`src/rtl/fb_scan_scaler.sv`:
```
// fb_scan_scaler: VGA timing, scaled framebuffer addressing, palette lookup and
// double-buffered page select, with a 2-stage pixel pipeline gated by pix_en.
module fb_scan_scaler #(
    parameter int H_ACTIVE = 640,
    parameter int H_FP     = 16,
    parameter int H_SYNC   = 96,
    parameter int H_BP     = 48,
    parameter int V_ACTIVE = 480,
    parameter int V_FP     = 10,
    parameter int V_SYNC   = 2,
    parameter int V_BP     = 33,
    parameter int SCALE    = 4,
    parameter int PIX_W    = 3,
    parameter int ADDR_W   = 16
) (
    input  logic              clk,
    input  logic              reset,
    input  logic              pix_en,
    input  logic              page_sel,
    output logic [ADDR_W-1:0] rd_addr,
    input  logic [PIX_W-1:0]  rd_data,
    input  logic              pal_we,
    input  logic [PIX_W-1:0]  pal_idx,
    input  logic [23:0]       pal_rgb,
    output logic [7:0]        red,
    output logic [7:0]        green,
    output logic [7:0]        blue,
    output logic              hsync,
    output logic              vsync,
    output logic              blank_n,
    output logic              frame_start
);
    localparam int H_TOTAL = H_ACTIVE + H_FP + H_SYNC + H_BP;
    localparam int V_TOTAL = V_ACTIVE + V_FP + V_SYNC + V_BP;
    localparam int SRC_W   = H_ACTIVE / SCALE;
    localparam int SRC_H   = V_ACTIVE / SCALE;
    localparam int XW      = $clog2(H_TOTAL);
    localparam int YW      = $clog2(V_TOTAL);
    localparam int SW      = SCALE > 1 ? $clog2(SCALE) : 1;

    localparam logic [XW-1:0]     HA  = XW'(H_ACTIVE);
    localparam logic [XW-1:0]     HT1 = XW'(H_TOTAL - 1);
    localparam logic [XW-1:0]     HSB = XW'(H_ACTIVE + H_FP);
    localparam logic [XW-1:0]     HSE = XW'(H_ACTIVE + H_FP + H_SYNC);
    localparam logic [YW-1:0]     VA  = YW'(V_ACTIVE);
    localparam logic [YW-1:0]     VT1 = YW'(V_TOTAL - 1);
    localparam logic [YW-1:0]     VSB = YW'(V_ACTIVE + V_FP);
    localparam logic [YW-1:0]     VSE = YW'(V_ACTIVE + V_FP + V_SYNC);
    localparam logic [SW-1:0]     S1  = SW'(SCALE - 1);
    localparam logic [ADDR_W-1:0] ROW = ADDR_W'(SRC_W);
    localparam logic [ADDR_W-1:0] PB  = ADDR_W'(SRC_W * SRC_H);

    logic [XW-1:0]     x, x_n;
    logic [YW-1:0]     y, y_n;
    logic [SW-1:0]     sx, sx_n, sy, sy_n;
    logic [ADDR_W-1:0] cx, cx_n, row_base, row_base_n;
    logic              page, page_n;
    logic              line_end, frame_n, act_n;
    logic              act0, hs0, vs0, fs0;
    logic              act1, hs1, vs1, fs1;
    logic [23:0]       pal [2**PIX_W];

    // Next-pixel state is computed up front so rd_addr can be registered for the pixel it serves.
    always_comb begin
        line_end   = x == HT1;
        x_n        = line_end ? '0 : x + 1'b1;
        y_n        = line_end ? (y == VT1 ? '0 : y + 1'b1) : y;
        frame_n    = x_n == '0 && y_n == '0;
        sx_n       = line_end ? '0 : (x < HA ? (sx == S1 ? '0 : sx + 1'b1) : sx);
        cx_n       = line_end ? '0 : (x < HA && sx == S1 ? cx + 1'b1 : cx);
        page_n     = frame_n ? page_sel : page;
        sy_n       = frame_n ? '0 : (line_end && y < VA ? (sy == S1 ? '0 : sy + 1'b1) : sy);
        row_base_n = frame_n ? (page_n ? PB : '0)
                   : (line_end && y < VA && sy == S1 ? row_base + ROW : row_base);
        act_n      = x_n < HA && y_n < VA;
        act0       = x < HA && y < VA;
        hs0        = !(x >= HSB && x < HSE);
        vs0        = !(y >= VSB && y < VSE);
        fs0        = x == '0 && y == '0;
    end

    always_ff @(posedge clk or negedge reset) begin
        if (!reset) begin
            x        <= '0;
            y        <= '0;
            sx       <= '0;
            sy       <= '0;
            cx       <= '0;
            row_base <= '0;
            page     <= 1'b0;
            rd_addr  <= '0;
            act1     <= 1'b0;
            hs1      <= 1'b1;
            vs1      <= 1'b1;
            fs1      <= 1'b0;
            red      <= '0;
            green    <= '0;
            blue     <= '0;
            hsync    <= 1'b1;
            vsync    <= 1'b1;
            blank_n  <= 1'b0;
            frame_start <= 1'b0;
        end else if (pix_en) begin
            x        <= x_n;
            y        <= y_n;
            sx       <= sx_n;
            sy       <= sy_n;
            cx       <= cx_n;
            row_base <= row_base_n;
            page     <= page_n;
            rd_addr  <= act_n ? row_base_n + cx_n : rd_addr;
            act1     <= act0;
            hs1      <= hs0;
            vs1      <= vs0;
            fs1      <= fs0;
            {red, green, blue} <= act1 ? pal[rd_data] : 24'h0;
            hsync    <= hs1;
            vsync    <= vs1;
            blank_n  <= act1;
            frame_start <= fs1;
        end
    end

    always_ff @(posedge clk or negedge reset) begin
        if (!reset) begin
            for (int i = 0; i < 2**PIX_W; i++) pal[i] <= (i == 1) ? 24'h0000FA : 24'h0;
        end else if (pal_we) begin
            pal[pal_idx] <= pal_rgb;
        end
    end
endmodule

```
`config.mk`:
```
export PLATFORM = sky130hd
export DESIGN_NAME = fb_scan_scaler
export DESIGN_NICKNAME = d
export VERILOG_FILES = /design/src/rtl/fb_scan_scaler.sv
export SDC_FILE = /design/constraint.sdc
export NUM_CORES = 1
export LEC_CHECK = 0
export BUFFER_PORTS_ARGS = -buffer_cell sky130_fd_sc_hd__buf_2
export CORE_MARGIN = 3
export CORE_UTILIZATION = 50
export CTS_CLUSTER_DIAMETER = 50
export DETAILED_ROUTE_END_ITERATION = 10
export GPL_ROUTABILITY_DRIVEN = 1
export PLACE_DENSITY = 0.7
export SYNTH_ARGS = -nofsm -noshare
export SYNTH_HDL_FRONTEND = slang
export SYNTH_SLANG_ARGS = --single-unit
```
`constraint.sdc`:
```
create_clock -name clk -period 4.6 [get_ports clk]
set_input_delay 0 -clock clk [delete_from_list [all_inputs] [get_ports clk]]
set_output_delay 0 -clock clk [all_outputs]
set_load 0.05 [all_outputs]
```
-- Yosys cells after proc, flatten, opt, wreduce, memory -nomap -nowiden
Index checks and enable logic that the tools add are counted.
Widths: inputs -> output; s select.
- bits in registers: 297
- bits in latches: 0
- memory bits (writable): 0
- ROM bits: 0
- input port bits: 35
- output and inout port bits: 44
- logic and storage cells: 94
- memories kept: 0
- add/subtract/negate cells: 7
- $mul: 0
- divide/modulo/power cells: 0
- magnitude comparators: 11
- equality and inequality tests: 4
- shifts and indexed selects: 0
- mux-type cells: 22
- bitwise operators: 2
- reduce and logical (&&, ||, !) cells: 21
- operators with widths (kind ; count):
    $bwmux 192 ; 1
    $mux 24 ; 4
    $bmux 24 s3 ; 1
    $demux 24 s3 ; 1
    $mux 16 ; 4
    $logic_not 10->1 ; 4
    $lt 10x10->1 const B ; 3
    $lt 10x9->1 const B ; 3
    $mux 10 ; 3
    $add 10x1->10 const B ; 2
    $eq 10x10->1 const B ; 2
    $add 16x1->16 const B ; 1
    $add 16x16->16 ; 1
    $add 16x8->16 const B ; 1
    $mux 15 ; 1
    $mux 2 ; 6
    $ge 10x10->1 const B ; 1
    $ge 10x9->1 const B ; 1
    $logic_and 1x1->1 ; 10
    $ge 4x4->1 const B ; 2
    $not 3->4 ; 2
    $reduce_and 2->1 ; 3
    $add 2x1->2 const B ; 2
    $eq 2x2->1 const B ; 2
    other kinds (4) ; 6

-- Longest topological paths before layout
Gate-level depths: netlist of run 1.
- word-level depth: 9
- depth in mapped cells: 23
- gate-level depth less buffers: 20

-- Least setup slack after synthesis of run 1
No wires, ideal clock.
- path type: flip-flop to flip-flop
- start point: register x[7]
- end point: register rd_addr[14]
- library setup time: 0.125 ns
- arrival: 4.636 ns
- data required time: 4.475 ns
- path slack: -0.161 ns
- stages on the path, launching flop included: 23
- path buffers: 4
- clock period less this slack: 4.761 ns
- cells stage by stage: dfrtp_1 buf_6 or4b_4 buf_6 or3_1 buf_6 a21o_1 a211oi_2 nand4b_4 nor2_4 buf_2 nor2b_1 ha_1 inv_1 fa_1 nor2b_1 o21a_1 o21ai_0 a211oi_1 o31ai_1 o21ai_0 xor2_1 mux2_2
- elaborated cells between the ends (all ways): 22
- those cells by class: 2 x add/sub; 3 x order compare; 1 x eq/ne; 8 x mux; 8 x reduce/logical
- RTL lines (what ; RTL line ; RTL):
    start: declaration ; 53 ; logic [XW-1:0] x, x_n;
    start signal: assignment ; 104 ; x <= x_n;
    $add 10x1->10 or $eq 10x10->1 (tied branches) ; 66, 65 ;
    $mux 10, or another cell as far along ; 66 ; x_n = line_end ? '0 : x + 1'b1;
    $logic_not 10->1 or $logic_and 1x1->1 (tied branches) ; 68, 74 ;
    $logic_and 1x1->1 or $mux 16 (tied branches) ; 68, 74 ;
    $mux 16 * ; 73 ; row_base_n = frame_n ? (page_n ? PB : '0)
    net row_base_n[0] ; 56 ; logic [ADDR_W-1:0] cx, cx_n, row_base, row_base_n;
    $add 16x16->16 * ; 111 ; rd_addr <= act_n ? row_base_n + cx_n : rd_addr;
    end signal: assignment ; 111 ;
    end: declaration ; 20 ; output logic [ADDR_W-1:0] rd_addr,
The timed path passes the listed nets; every way through them passes the cells marked *.
A chain may end at the register's enable or synchronous reset.

-- Worst setup path in the final report of run 1
- start point: register y[0]
- end point: register rd_addr[15]
- elaborated cells between the ends (all ways): 17
- those cells by class: 2 x add/sub; 2 x order compare; 1 x eq/ne; 6 x mux; 6 x reduce/logical
- RTL lines (what ; RTL line ; RTL):
    start: declaration ; 54 ; logic [YW-1:0] y, y_n;
    start signal: assignment ; 105 ; y <= y_n;
    $add 10x1->10 or $eq 10x10->1 (tied branches) ; 67 ; y_n = line_end ? (y == VT1 ? '0 : y + 1'b1) : y;
    $mux 10 (2 in series) ; 67 ;
    $logic_not 10->1 ; 68 ; frame_n = x_n == '0 && y_n == '0;
    $logic_and 1x1->1 ; 68 ;
    $mux 16 * ; 73 ;
    net row_base_n[4] ; 56 ;
    $add 16x16->16 * ; 111 ;
Marks and branches as above.

==> results.json, run 1 <==
{
  "hold_viol_final": 0,
  "status": "complete, no violations",
  "finalPower_mw": 7.86,
  "synth_warnings": 0,
  "topRoutingLayerUsed": "met4",
  "timing.final.ws_setup_ps": 191,
  "via_per_inst": 5.73,
  "die_height_um": 177,
  "dr.pass1.iters": 5,
  "synth_seq_cells": 296,
  "avgSynthCellArea_um2": 12.6,
  "startpoint_type": "flop",
  "met1_length_um": 14800,
  "grt_pass1_wl_um": 54200,
  "tns_ps": 0,
  "syn-num-nets": 1226,
  "crit_fanout": 6,
  "grt_pass1_vias": 10300,
  "cts_root_buf": "clkbuf_16",
  "netlist_area_um2": 14700,
  "rsz0062_at_grt": "yes",
  "drtIter0Drc": 532,
  "final_core_util": 0.606,
  "cts_made_buffers": 37,
  "wl_per_cell_um": 19.2,
  "insertion_delay_ps": 520,
  "leakagePower_nw": 7.79,
  "worstSetupPathType": "flop to flop",
  "cts.reportedPaths.clkPinSlew_ps": 60,
  "drv_cap": 0,
  "route.detailed.drc": 0,
  "syn2layout_area_growth_pct": 19.2,
  "grt_usage": 0.214,
  "ios": 79,
  "r2r_start": "y[0]$_DFFE_PN0P_",
  "crit_start": "y[0]$_DFFE_PN0P_",
  "async_reset_ff_frac": 1.00,
  "grt_overflow_total": 0,
  "grt_start_max_net_pins": 168,
  "min_period_ps": 4410,
  "drive_gt1_frac": 0.407,
  "cts_htree_levels": 2,
  "final_cells": 1718,
  "drt-total-wl_um": 33000,
  "drv_slew": 0,
  "num_antenna_cells": 0,
  "slew_headroom": 0.323,
  "arrival_ps": 4840,
  "clockBufferDepth": 3,
  "netlist_instances": 1167,
  "ys.flop_type": "dfrtp_1",
  "ir_drop_mv": 0.308,
  "antenna_found_initial": 0,
  "ys_types": 64,
  "tightest_slew_ps": 1020,
  "drtAntennaViolNets": 0,
  "dr_wl_met3_um": 1100,
  "cts_tree": "built",
  "floorplan.initialDensity": 0.509,
  "finalWeightedCongestion": 0.838,
  "ys_seq_area_frac": 0.505,
  "die_area_um2": 31500,
  "dp.cells": 1615,
  "hp-class": "input port to async pin",
  "dp_hpwl_um": 19700,
  "synth_enable_flop_cells": 0,
  "final_cell_mix": "dfrtp_1, mux2_2, buf_2",
  "skew_ps": 17.3,
  "nNetsFinal": 1364,
  "critPathRequiredTime_ps": 5030,
  "setup_viol": 0,
  "timing.fmax_mhz": 227,
  "final_common_cell": "dfrtp_1",
  "final.period_utilization": 0.958,
  "io_buffers": 78,
  "fillers": 2311,
  "num_vias": 9841,
  "wl_met2_um": 16600,
  "rows": 62,
  "power.density_nw_per_um2": 449,
  "fp.dieW_um": 177,
  "place_worst_setup_slack_ps": -124,
  "endpoint_kind": "flop",
  "clock_sinks": 296,
  "core_um2": 28900
}
==> where the power goes <==
part           internal (mW)  total [mW]  switching (mW)  leakage (nW)
Combinational          0.732        1.52           0.788          3.51
Sequential              3.10        3.37           0.268          3.66
Clock                   1.82        2.98            1.16         0.630
==> cell type report <==
| class | instances | area [um2] | share of cell area |
|---|---|---|---|
| sequential | 296 | 7420 | 0.424 |
| tap | 384 | 480 | 0.0275 |
| clock inverter | 21 | 231 | 0.0132 |
| multi-input combinational | 756 | 6960 | 0.397 |
| inverter | 43 | 161 | 0.00922 |
| timing repair buffer | 171 | 1200 | 0.0684 |
| clock buffer | 47 | 1050 | 0.0603 |
==> metal layers <==
layer	up-vias	GRT usage
li1	4543	-
met1	5095	0.293
met2	156	0.369
met3	47	0.0293
met4	0	0.0448
met5	-	0
==> critical path, cell delays in order (launching register included) <==
cell and delay, ps:
dfrtp_1 380, inv_2 60, ha_1 140, or4b_4 470, or3_4 360, o21ai_2 80, a31oi_2 120, or3_4 440
buf_6 130, nor2_4 180, buf_4 150, buf_4 90, buf_4 90, nor2b_1 40, ha_2 190, a2111oi_2 250
o21ai_2 120, a41oi_2 200, a21oi_2 90, a31o_2 240, or3_1 340, a31oi_1 170
==> worst paths after layout <==
path	slack [ps]	depth (start not counted)	endpoint
max in group asynchronous	3310	3	pal[177]$_DFFE_PN0P_
hold / removal	20	2	y[9]$_DFFE_PN0P_
min in group clk	90	3	hs1$_DFFE_PN1P_
setup reg to reg	190	21	rd_addr[15]$_DFFE_PN0P_
hold reg to reg	480	1	row_base[0]$_DFFE_PN0P_
setup / recovery	190	21	rd_addr[15]$_DFFE_PN0P_
==> repair_timing <==
action | in CTS | in global routing
endpoints found under the hold margin | 253 | 0
hold buffers | 26 | 0
endpoints found under the setup margin | 2 | 5
buffers inserted | 4 | 5
pin swaps | 3 | 20
resized for setup | 9 | 31
==> cell usage after synthesis (5+ instances only) <==
cell type	number	area [um2]
buf_2	7	35.0
o22ai_1	27	169
nor4_1	8	50.1
nor2b_1	10	62.6
mux2_2	230	2590
buf_1	7	26.3
nand4_1	11	68.8
nor3_1	24	120
o21a_1	6	45.0
a31oi_1	6	37.5
a21oi_1	20	100
ha_1	23	288
nand2_1	53	199
mux4_2	48	1080
o21ai_0	40	200
dfstp_2	10	263
nor2_1	57	214
xor2_1	17	149
and2_1	8	50.1
a21o_1	7	52.6
dfrtp_1	286	7160
a22o_1	7	61.3
clkbuf_1	55	206
inv_1	43	161
nand3_1	28	140
or3_1	10	62.6
mux2i_1	28	280
xnor2_1	23	201
o31ai_1	5	37.5
nand2b_1	5	31.3
and3_1	6	37.5
==> sequential cells by signal, summed over array words and instances, names as in the netlist <==
| name | count |
|---|---|
| y | 10 |
| vsync | 1 |
| blank_n | 1 |
| cx | 16 |
| row_base | 16 |
| hs1 | 1 |
| x | 10 |
| sx | 2 |
| vs1 | 1 |
| red | 8 |
| sy | 2 |
| rd_addr | 16 |
| frame_start | 1 |
| pal | 192 |
| fs1 | 1 |
| green | 8 |
| act1 | 1 |
| hsync | 1 |
| blue | 8 |
==> stage by stage <==
stage          area (um2)  hold slack (ps)
2_1_floorplan       14700             -296
3_3_place_gp        15800            -25.5
3_5_place_dp        15800            -14.2
4_1_cts             17400             39.5
5_1_grt             17500             61.9
6_report            17500             22.2
==> logic make-up after synthesis <==
family	after synthesis	share of synthesized area
AO/OA/AOI/OAI	142	0.0625
XOR/XNOR	40	0.0239
adder cells (fa/ha/maj)	24	0.0210
buffers and inverters	115	0.0315
flip-flops	296	0.505
multiplexers	306	0.269
AND/OR/NAND/NOR	244	0.0869
Note: power is estimated with default switching activity, not from simulation.
==> inputs of run 2 (changes only) <==
- GPL_ROUTABILITY_DRIVEN: 1 -> not set
- PLACE_DENSITY: 0.7 -> 0.67
- clock period: 4.6 -> 4.3 ns (I/O delays scaled with it)
==> run 2 against run 1 <==
Net effect:
- the run now ends with setup timing left
- die area stayed put
- critical endpoint unchanged
- register-to-register slack worse by 330 ps
- via count is 1.9% higher
- critical path type unchanged
- non-clock buffer count is 59 higher
- final cell count is 3.3% higher
==> results.json, run 2 (synthesis results as in run 1) <==
{
  "setup_viol": 2,
  "worstSetupPathType": "flop to flop",
  "rsz0062_at_grt": "yes",
  "grt_start_max_net_pins": 116,
  "arrival_ps": 4870,
  "grt_pass1_wl_um": 54500,
  "status": "finished, violations left",
  "io_buffers": 78,
  "cts_root_buf": "clkbuf_16",
  "tightest_slew_ps": 1090,
  "grt.busiest_layer": "met2",
  "grt_util_met2": 0.369,
  "ir_drop_mv": 0.378,
  "wl_per_cell_um": 19.0,
  "syn2layout_area_growth_pct": 23.0,
  "min_period_ps": 4440,
  "final_cell_mix": "dfrtp_1, mux2_2, buf_4",
  "power.density_nw_per_um2": 461,
  "dp_hpwl_um": 20500,
  "p_clk_frac": 0.365,
  "p_sw_mw": 2.36,
  "design_area_um2": 18100,
  "die_height_um": 177,
  "clockBufferDepth": 3,
  "cts_made_buffers": 36,
  "ios": 79,
  "grt_pass1_vias": 10300,
  "hp-class": "input port to async pin",
  "drtAntennaViolNets": 0,
  "num_vias": 10000,
  "r2r_start": "y[0]$_DFFE_PN0P_",
  "fp.dieW_um": 177,
  "final.period_utilization": 1.03,
  "fillers": 2257,
  "netSwitchingFraction": 0.284,
  "timing.final.ws_setup_ps": -143,
  "timing.fmax_mhz": 225,
  "die_area_um2": 31500,
  "skew_ps": 20.7,
  "num_antenna_cells": 0,
  "core_um2": 28900,
  "grtUsageMet1": 0.293,
  "violations": "setup timing",
  "clock_sinks": 296,
  "endpoint_kind": "flop",
  "drt-total-wl_um": 33700,
  "antenna_found_initial": 0,
  "cts_htree_levels": 2,
  "largest_register_ff_count": 192,
  "rows": 62,
  "dr.pass1.iters": 5,
  "combinationalPowerShare": 0.203,
  "leakagePower_nw": 8.10,
  "slew_headroom": 0.267,
  "crit_fanout": 6,
  "seqPwrFrac": 0.432,
  "dpl_cell_area_um2": 16000,
  "cts_tree": "built",
  "finalWeightedCongestion": 0.867,
  "startpoint_type": "flop",
  "insertion_delay_ps": 530,
  "largest_register": "pal",
  "via_per_inst": 5.65,
  "regArea_um2": 7420,
  "p_int_mw": 5.96,
  "final_core_util": 0.626,
  "crit_start": "y[0]$_DFFE_PN0P_",
  "grt_overflow_total": 0,
  "critPathRequiredTime_ps": 4730,
  "drv_slew": 0,
  "drive_gt1_frac": 0.438,
  "drtIter0Drc": 605,
  "route.detailed.drc": 0,
  "final_common_cell": "dfrtp_1",
  "multi_input_area_um2": 7100,
  "cts.reportedPaths.clkPinSlew_ps": 60,
  "nNetsFinal": 1422,
  "met3_usage": 0.0289,
  "floorplan.initialDensity": 0.509,
  "drv_cap": 0,
  "hold_viol_final": 0,
  "grt_usage": 0.216
}
run 2: cell types whose count changed in the layout (fill, tap and decap cells not counted), moves of 3 or more:
| cell | before | now |
|---|---|---|
| mux2_4 | 0 | 12 |
| a21oi_1 | 18 | 14 |
| buf_4 | 65 | 118 |
| mux2_2 | 230 | 218 |
| clkinv_4 | 1 | 5 |
| a21oi_2 | 2 | 6 |
| ha_4 | 0 | 3 |
| buf_6 | 2 | 7 |
run 2: cell type report:
| class | instances | share of cell area |
|---|---|---|
| Clock buffer | 46 | 0.0559 |
| Multi-Input combinational cell | 756 | 0.393 |
| Sequential cell | 296 | 0.411 |
| Timing Repair Buffer | 230 | 0.0928 |
| Clock inverter | 19 | 0.0117 |
| Tap cell | 384 | 0.0266 |
| Inverter | 43 | 0.00894 |
run 2: path summary, 6_finish.rpt:
path,cells after the start,end,slack (ps)
max in group asynchronous,3,pal[138]$_DFFE_PN0P_,3080
min in group clk,3,vs1$_DFFE_PN1P_,40
worst min register to register,1,row_base[0]$_DFFE_PN0P_,480
worst max-delay path,19,rd_addr[15]$_DFFE_PN0P_,-140
worst min-delay path,2,pal[182]$_DFFE_PN0P_,20
worst max register to register,19,rd_addr[15]$_DFFE_PN0P_,-140
run 2: layer usage:
layer  up-vias  share of wire
met4         0          0.023
li1       4647              -
met5         -              0
met3        65          0.039
met2       198           0.49
met1      5115           0.45
run 2: power by group through the flow:
stage | registers [mW] | clock network, mW | logic [mW]
3_3_place_gp | 3.60 | 0 | 1.60
4_1_cts | 3.59 | 3.10 | 1.67
5_1_grt | 3.66 | 3.21 | 1.84
3_5_place_dp | 3.63 | 0 | 1.64
6_report | 3.59 | 3.04 | 1.69
2_1_floorplan | 3.79 | 0 | 1.01
run 2: per-stage QoR:
| step | worst slack (ps) | std cells | TNS (ps) | power, mW | hold slack, ps |
|---|---|---|---|---|---|
| 6_report | -143 | 1774 | -178 | 8.32 | 22.4 |
| 5_1_grt | -270 | 1774 | -968 | 8.71 | 71.3 |
| 4_1_cts | -46.5 | 1765 | -95.1 | 8.36 | 36.7 |
| 3_5_place_dp | -335 | 1651 | -972 | 5.27 | -21.2 |
| 3_3_place_gp | -188 | 1651 | -487 | 5.20 | -17.8 |
| 2_1_floorplan | -239 | 1167 | -459 | 4.79 | -296 |
run 2: repair_timing:
action / 4_1_cts / 5_1_grt
cloned: 1 / 0
buffers inserted: 24 / 13
pin swaps: 23 / 12
resized for setup: 36 / 39
endpoints found under the setup margin: 5 / 16
hold buffers: 26 / 0
endpoints found under the hold margin: 261 / 0
run 2: critical path: stages (launching register included):
cell       delay (ps)
dfrtp_1           380
inv_2              80
ha_4              120
or4b_4            490
or3_4             360
o21ai_2            90
a31oi_2           140
or3_4             370
buf_6             130
nor2_4            170
buf_4             150
a21oi_2            40
ha_4              240
a2111oi_4         370
o21ai_2           130
a41oi_2           250
a21oi_2           100
a31o_2            210
or3_1             330
a31oi_1           180
==> inputs of run 3 (changes only) <==
- CORE_MARGIN: 3 -> 2
==> run 3 against run 2 <==
Net effect:
- the flow still finishes with violations (setup timing)
- final cell count did not move
- clock power fell by 3%
- via count increased by 0.40%
- critical path depth grew 2
- core utilization shrank 0.088 points
- sequential share of layout area grew 0.17 points
- register-to-register slack got worse by 150 ps
==> results.json, run 3 (synthesis results as in run 1) <==
{
  "status": "finished, violations left",
  "violations": "setup timing",
  "timing.fmax_mhz": 218,
  "clock_sinks": 296,
  "dr_wl_met3_um": 1260,
  "worstSetupPathType": "flop to flop",
  "route.detailed.drc": 0,
  "drtAntennaViolNets": 0,
  "largest_register_ff_count": 192,
  "drive_gt1_frac": 0.435,
  "place_worst_setup_slack_ps": -343,
  "drtIter0Drc": 560,
  "core_um2": 28800,
  "die_area_um2": 30800,
  "startpoint_type": "flop",
  "seqPwrFrac": 0.434,
  "clockBufferDepth": 3,
  "combinationalPowerShare": 0.208,
  "p_clk_frac": 0.358,
  "dpl_cell_area_um2": 16000,
  "wl_per_cell_um": 18.9,
  "final_core_util": 0.625,
  "hold_viol_final": 0,
  "drv_cap": 0,
  "floorplan.initialDensity": 0.510,
  "die_height_um": 175,
  "cts.reportedPaths.clkPinSlew_ps": 60,
  "rsz0062_at_grt": "yes",
  "grt_overflow_total": 0,
  "largest_register": "pal",
  "endpoint_kind": "flop",
  "ios": 79,
  "p_int_mw": 5.93,
  "cts_made_buffers": 36,
  "io_buffers": 78,
  "power.density_nw_per_um2": 460,
  "timing.final.ws_setup_ps": -296,
  "crit_fanout": 5,
  "antenna_found_initial": 1,
  "leakagePower_nw": 8.11,
  "dp_hpwl_um": 20100,
  "cts_tree": "built",
  "slew_headroom": 0.312,
  "fp.dieW_um": 175,
  "nNetsFinal": 1422,
  "insertion_delay_ps": 530,
  "tightest_slew_ps": 1030,
  "holdCritStartpoint": "pix_en",
  "netSwitchingFraction": 0.283,
  "met1_length_um": 14900,
  "design_area_um2": 18000,
  "critPathRequiredTime_ps": 4700,
  "via_per_inst": 5.67,
  "wl_met2_um": 16600,
  "drv_slew": 0,
  "min_period_ps": 4600,
  "p_sw_mw": 2.34,
  "final.period_utilization": 1.07,
  "grt_usage": 0.222,
  "topRoutingLayerUsed": "met4",
  "hp-class": "input port to flop",
  "cts_htree_levels": 2,
  "hold-path-cell-count": 3,
  "r2r_start": "y[0]$_DFFE_PN0P_",
  "final_common_cell": "dfrtp_1",
  "grt_start_max_net_pins": 134,
  "drt-total-wl_um": 33600,
  "setup_viol": 6,
  "cts_root_buf": "clkbuf_16",
  "reg2reg_depth": 21,
  "finalWeightedCongestion": 0.864,
  "num_vias": 10100,
  "final_cell_mix": "dfrtp_1, mux2_2, buf_4",
  "ir_drop_mv": 0.339,
  "grt_pass1_wl_um": 54700,
  "r2r_slack_ps": -300,
  "grt_pass1_vias": 10700,
  "syn2layout_area_growth_pct": 22.5,
  "dr.pass1.iters": 5,
  "timing.rr.end": "rd_addr[14]$_DFFE_PN0P_",
  "rows": 62,
  "arrival_ps": 5000,
  "hold_path_end": "hs1$_DFFE_PN1P_",
  "skew_ps": 19.3
}
## run 3: what timing repair did
item,4_1_cts,5_1_grt
setup buffers,21,11
pin swaps,14,6
hold buffers,26,0
resized for setup,24,42
gates cloned,1,1
hold endpoints to repair,322,0
endpoints found under the setup margin,8,16
## run 3: power by group through the flow
stage / clock network, mW / logic [mW] / registers (mW)
final: 2.96 / 1.72 / 3.59
after global routing: 3.14 / 1.86 / 3.66
after CTS: 3.02 / 1.70 / 3.59
after detailed placement: 0 / 1.63 / 3.63
after global placement: 0 / 1.59 / 3.60
after floorplan: 0 / 1.01 / 3.79
## run 3: how the worst max path moves through the flow
stage / startpoint / endpoint / slack [ps] / cells past startpoint
after floorplan: x[7]$_DFFE_PN0P_ / rd_addr[15]$_DFFE_PN0P_ / -240 / 19
after global placement: y[0]$_DFFE_PN0P_ / rd_addr[15]$_DFFE_PN0P_ / -220 / 18
after detailed placement: y[0]$_DFFE_PN0P_ / rd_addr[15]$_DFFE_PN0P_ / -340 / 18
after CTS: x[6]$_DFFE_PN0P_ / rd_addr[14]$_DFFE_PN0P_ / -110 / 19
after global routing: y[0]$_DFFE_PN0P_ / rd_addr[14]$_DFFE_PN0P_ / -470 / 21
final: y[0]$_DFFE_PN0P_ / rd_addr[14]$_DFFE_PN0P_ / -300 / 21
## run 3: worst max-delay path, cell delays in order, from the launching register on
cell and delay, ps:
dfrtp_1 390, inv_2 80, ha_4 120, or4b_4 470, or3_4 400, o21ai_2 70
a31oi_2 100, buf_4 160, or3_4 360, buf_6 140, nor2_4 190, nor2b_2 70
ha_1 330, buf_6 130, nor2b_4 110, o21a_1 200, o21ai_2 220, a211oi_2 120
o31ai_2 290, o21ai_1 100, xor2_1 150, mux2_2 270
## run 3: stage by stage
step / hold WS (ps) / total power [mW] / setup TNS, ps / cells
after floorplan: -296 / 4.79 / -459 / 1167
after global placement: 217 / 5.19 / -568 / 1652
after detailed placement: 229 / 5.26 / -1050 / 1652
after CTS: 44.9 / 8.31 / -823 / 1764
after global routing: 88.7 / 8.67 / -2430 / 1774
final: 53.8 / 8.28 / -1090 / 1774
## run 3: routing by layer
| metal | global-route usage | up-vias |
|---|---|---|
| met4 | 0.0681 | 0 |
| met2 | 0.378 | 200 |
| met1 | 0.293 | 5127 |
| li1 | - | 4674 |
| met3 | 0.0344 | 64 |
| met5 | 0 | - |
## run 3: final cells by class
| class | instances | area [um2] |
|---|---|---|
| fillers | 2202 | 10800 |
| flip-flops and latches | 296 | 7420 |
| clock buffers | 50 | 1020 |
| diodes | 1 | 2.50 |
| repair buffers | 229 | 1660 |
| inverters | 43 | 161 |
| clock inverters | 14 | 158 |
| multi-input cells | 757 | 7080 |
| well taps | 384 | 480 |
